File: src/rtl/reg_file_sequencer.sv
// Instruction sequencer for a 2-read/1-write register file: accepts one
// instruction, reads both operands, computes the ALU result and writes it back.
module reg_file_sequencer #(
   parameter int DATA_W = 8,
   parameter int ADDR_W = 2
) (
   input  logic              clk,
   input  logic              rst,
   input  logic              instr_valid,
   output logic              instr_ready,
   input  logic [1:0]        instr_op,
   input  logic [ADDR_W-1:0] instr_src1,
   input  logic [ADDR_W-1:0] instr_src2,
   input  logic [ADDR_W-1:0] instr_dst,
   output logic [ADDR_W-1:0] reg_read_add1,
   output logic [ADDR_W-1:0] reg_read_add2,
   input  logic [DATA_W-1:0] reg_read_data1,
   input  logic [DATA_W-1:0] reg_read_data2,
   output logic              write_en,
   output logic [ADDR_W-1:0] reg_write_add,
   output logic [DATA_W-1:0] reg_write_data,
   output logic              done,
   output logic              carry,
   output logic              zero
);

   typedef enum logic [1:0] {IDLE, READ, EXEC, WRITE} state_t;

   localparam logic [1:0] OP_ADD = 2'b00;
   localparam logic [1:0] OP_SUB = 2'b01;
   localparam logic [1:0] OP_AND = 2'b10;

   state_t              state, state_next;
   logic [1:0]          op_reg;
   logic [ADDR_W-1:0]   dst_reg;
   logic [DATA_W-1:0]   op_a_reg, op_b_reg, result_reg;
   logic [DATA_W:0]     alu_sum, alu_diff;
   logic [DATA_W-1:0]   alu_result;
   logic                alu_carry;

   always_ff @(posedge clk or posedge rst) begin
      if (rst) state <= IDLE;
      else     state <= state_next;
   end

   always_comb begin
      state_next  = state;
      instr_ready = 1'b0;
      write_en    = 1'b0;
      done        = 1'b0;
      case (state)
         IDLE: begin
            instr_ready = 1'b1;
            if (instr_valid) state_next = READ;
         end
         READ:  state_next = EXEC;
         EXEC:  state_next = WRITE;
         WRITE: begin
            write_en   = 1'b1;
            done       = 1'b1;
            state_next = IDLE;
         end
         default: state_next = IDLE;
      endcase
   end

   // Bit DATA_W of the widened difference is the borrow, i.e. op_a < op_b.
   always_comb begin
      alu_sum    = {1'b0, op_a_reg} + {1'b0, op_b_reg};
      alu_diff   = {1'b0, op_a_reg} - {1'b0, op_b_reg};
      alu_result = op_a_reg | op_b_reg;
      alu_carry  = 1'b0;
      case (op_reg)
         OP_ADD: {alu_carry, alu_result} = alu_sum;
         OP_SUB: {alu_carry, alu_result} = alu_diff;
         OP_AND: alu_result = op_a_reg & op_b_reg;
         default: alu_result = op_a_reg | op_b_reg;
      endcase
   end

   always_ff @(posedge clk or posedge rst) begin
      if (rst) begin
         op_reg        <= '0;
         dst_reg       <= '0;
         reg_read_add1 <= '0;
         reg_read_add2 <= '0;
         op_a_reg      <= '0;
         op_b_reg      <= '0;
         result_reg    <= '0;
         carry         <= 1'b0;
         zero          <= 1'b0;
      end else begin
         case (state)
            IDLE: begin
               if (instr_valid) begin
                  op_reg        <= instr_op;
                  dst_reg       <= instr_dst;
                  reg_read_add1 <= instr_src1;
                  reg_read_add2 <= instr_src2;
               end
            end
            READ: begin
               op_a_reg <= reg_read_data1;
               op_b_reg <= reg_read_data2;
            end
            EXEC: begin
               result_reg <= alu_result;
               carry      <= alu_carry;
               zero       <= (alu_result == '0);
            end
            default: ;
         endcase
      end
   end

   assign reg_write_add  = dst_reg;
   assign reg_write_data = result_reg;

endmodule

File: config.mk
export PLATFORM = sky130hd
export DESIGN_NAME = reg_file_sequencer
export DESIGN_NICKNAME = d
export VERILOG_FILES = /design/src/rtl/reg_file_sequencer.sv
export SDC_FILE = /design/constraint.sdc
export NUM_CORES = 1
export LEC_CHECK = 0
export ABC_AREA = 1
export ABC_CLOCK_PERIOD_IN_PS = 2600
export BUFFER_PORTS_ARGS = -buffer_cell sky130_fd_sc_hd__buf_2
export CORE_UTILIZATION = 55
export CTS_CLUSTER_DIAMETER = 50
export DETAILED_ROUTE_END_ITERATION = 6
export PLACE_DENSITY = 0.77
export SLEW_MARGIN = 40
export SYNTH_ARGS = -nofsm -noshare
export SYNTH_HDL_FRONTEND = slang
export SYNTH_SLANG_ARGS = --single-unit
File: constraint.sdc
create_clock -name clk -period 2.6 [get_ports clk]
set_input_delay 0.39 -clock clk [delete_from_list [all_inputs] [get_ports clk]]
set_output_delay 0.39 -clock clk [all_outputs]
set_load 0.02 [all_outputs]
==> impl_results.md <==
* Post-Layout Inst Area at ~2900 µm²
* # rows at 24
* Die Wd at 69.5 µm
* Placed cell area at around 2800 µm²
* Clock Path Buffers at 2
* Share of cells above drive strength 1 at 0.217
* Crit. End Element: register
* Die area at about 4800 µm²
* Largest net degree at the start of global routing at 37
* Unrepaired setup endpoints after global routing: false
* Chip Height at 69.5 µm
* Worst-path clk slew at about 0.07 ns
* Hold Vio Cnt, Final at 0
* CP startpoint kind: register
* Max-slew violations at 0
* Biggest area consumer among synthesized cells: dfrtp_1
* Vias in the first global route at 2143
* YS warnings at 0
* Diodes inserted at 0
* Initial Utilization at 0.576
* WP data arrival at 2.35 ns
* Sequential-to-total area share from yosys stat at 0.359
* IO Count at 46
* VDD IR max at around 0.0008 V
* Port bufs at 45
* Required @ worst endpoint at 2.83 ns
* Gr usage total at 0.261
* Area share of the largest cell type after synthesis at 0.359
* Clk_lat worst skew at 0.28 ns
* Worst-path fanout max at 4
* H-Tree Depth at 2
* Final Util at 0.655
* Pwr Density at 1470 nW/µm²
* Clock buffer count from CTS at 5
* Mapped Avg Cell Area at around 7.6 µm²
* First-pass GRT wire length at 9.96 mm
* Mapped Area at 2510 µm²
* Post-synthesis instance total at 331
* Post-CTS Resized at 0
* Initial antenna violation count at 0
* CP Buf/Inv Count at 0
* Area of the core at 4350 µm²
* Setup violations, final at 0
* Clock skew at about 0.0025 ns
* Area added between synthesis and finish at 13.8%
* DPL Wire Length at 4.52 mm
* Max frequency at 471 MHz
* Min-delay worst type: primary input to async pin
* Layout net count at 434
* #FFs+latches synth at 36
* CTS tree: built
* Fin crit share at 0.817
* Clock root buffer: clkbuf_8
* Synth top area cells: dfrtp_1, nand2_1, ha_1
* Setup CP Type: register to register
* Post-Syn Nets at 388
* Drt first pass iters at 4
* Peak per-stage delay on the critical path at around 0.47 ns
* Total of max-cap violations at 0
* Setup TNS at 0 ns
* Fillers at 394
* Relative slew slack at 0.695
* DR iter-0 viols at 125
* Routed WL at 5.75 mm
* Setup crit start: op_b_reg[0]
* Post-CTS Setup Bufs at 0
* FF-to-FF Start: op_b_reg[0]
* Slowest CP cell: fa_1
* WL/cell at roughly 13 µm
* Crit-path cells: ha_1 > fa_1 > or2_1 > nand3_1 > nand4_2 > nor2_1 > nand3_1 > nor2_1 > nand2_1 > nand2_1
* CTS Hold Bufs at 0
* ANT nets after route at 0
* FF+latch area at roughly 900 µm²
* Overflow after GRT at 0
* Crit path time final at 2.13 ns
* Num Clock Sinks at 36
* P_leak at 1.55 nW
* Post-route DRC at 0
* Routed vias at approximately 2200
* Netlist cell types at 27
* Slew @ Worst Pin at 0.457 ns
* Multi-input gate area at 1380 µm²
* Top delay family on crit path: simple AND/OR/NAND/NOR gates
* Global placer's final weighted congestion at 0.914
* Status: finished clean
* Vias per inst at between 5 and 6
==> worst register-to-register path: stages (launching register included) <==
cell	delay, ns
dfrtp_1	0.41
ha_1	0.29
fa_1	0.47
or2_1	0.23
nand3_1	0.08
nand4_2	0.11
nor2_1	0.18
nand3_1	0.10
nor2_1	0.10
nand2_1	0.06
nand2_1	0.05
==> cells in the mapped netlist <==
master,instances
a22oi_1,1
nand4_1,5
or2_2,3
ha_1,28
and2_1,1
buf_4,2
nand2_1,100
a21oi_2,1
buf_6,1
fa_1,2
buf_2,3
o21ai_0,24
o211ai_1,1
inv_2,10
dfrtp_1,36
a21oi_1,10
nor3_1,1
mux2_2,6
o211a_1,1
nand2_2,2
nor2_1,16
clkbuf_1,3
nor2_2,4
nand3_1,29
or2_1,2
inv_1,37
nand4_2,2
==> logic make-up (layout without fill, tap and decap cells) <==
family / Yosys count / after routing / share of synthesized area
and+or+nand+nor: 165 / 165 / 0.286
buffers and inverters: 56 / 103 / 0.0913
AOI/OAI and AO/OA: 38 / 38 / 0.0813
DFF: 36 / 36 / 0.359
adders and majority gates: 30 / 30 / 0.156
muxes: 6 / 6 / 0.0269
==> final timing paths <==
| kind | slack (ns) | cells past startpoint | to |
|---|---|---|---|
| worst max-delay path | 0.47 | 10 | zero |
| worst max register to register | 0.47 | 10 | zero |
| worst min register to register | 0.48 | 2 | reg_write_data[7] |
| worst min-delay path | 0.20 | 3 | reg_read_add1[1] |
| max in group asynchronous | 2.08 | 3 | op_b_reg[2] |
| min in group clk | 0.31 | 3 | op_a_reg[1] |
==> metrics by stage <==
stage	hold WS (ns)	instances	worst slack, ns	power [mW]
4_1_cts	0.211	430	0.477	4.20
3_3_place_gp	0.461	422	0.518	3.75
6_report	0.196	430	0.475	4.19
2_1_floorplan	0.507	331	0.819	3.13
5_1_grt	0.245	430	0.322	4.65
3_5_place_dp	0.462	422	0.515	3.80
==> cell type report <==
type | instances | area share
multi-input combinational | 239 | 0.483
sequential | 36 | 0.316
timing repair buffer | 48 | 0.0868
inverter | 47 | 0.0618
clock buffer | 7 | 0.0267
tap | 52 | 0.0228
clock inverter | 1 | 0.00307
==> routing by layer <==
layer | part of all wire | up-vias | track usage
li1 | - | 1138 | -
met1 | 0.48 | 1030 | 0.364
met2 | 0.46 | 52 | 0.413
met3 | 0.045 | 7 | 0.0451
met4 | 0.015 | 0 | 0.0816
met5 | 0 | - | 0
==> report_power, final <==
part | switching, mW | total, mW | internal, mW
logic | 1.77 | 2.75 | 0.975
registers | 0.212 | 1.05 | 0.839
clock network | 0.202 | 0.393 | 0.191
==> cells in the final DEF (no fill, tap or decap), drive strengths merged, types with 7 or more instances in the layout <==
cell    instances
a21oi          11
buf            48
clkbuf          7
dfrtp          36
ha             28
inv            47
nand2         102
nand3          29
nand4           7
nor2           20
o21ai          24
(Power assumes the default switching activity.)
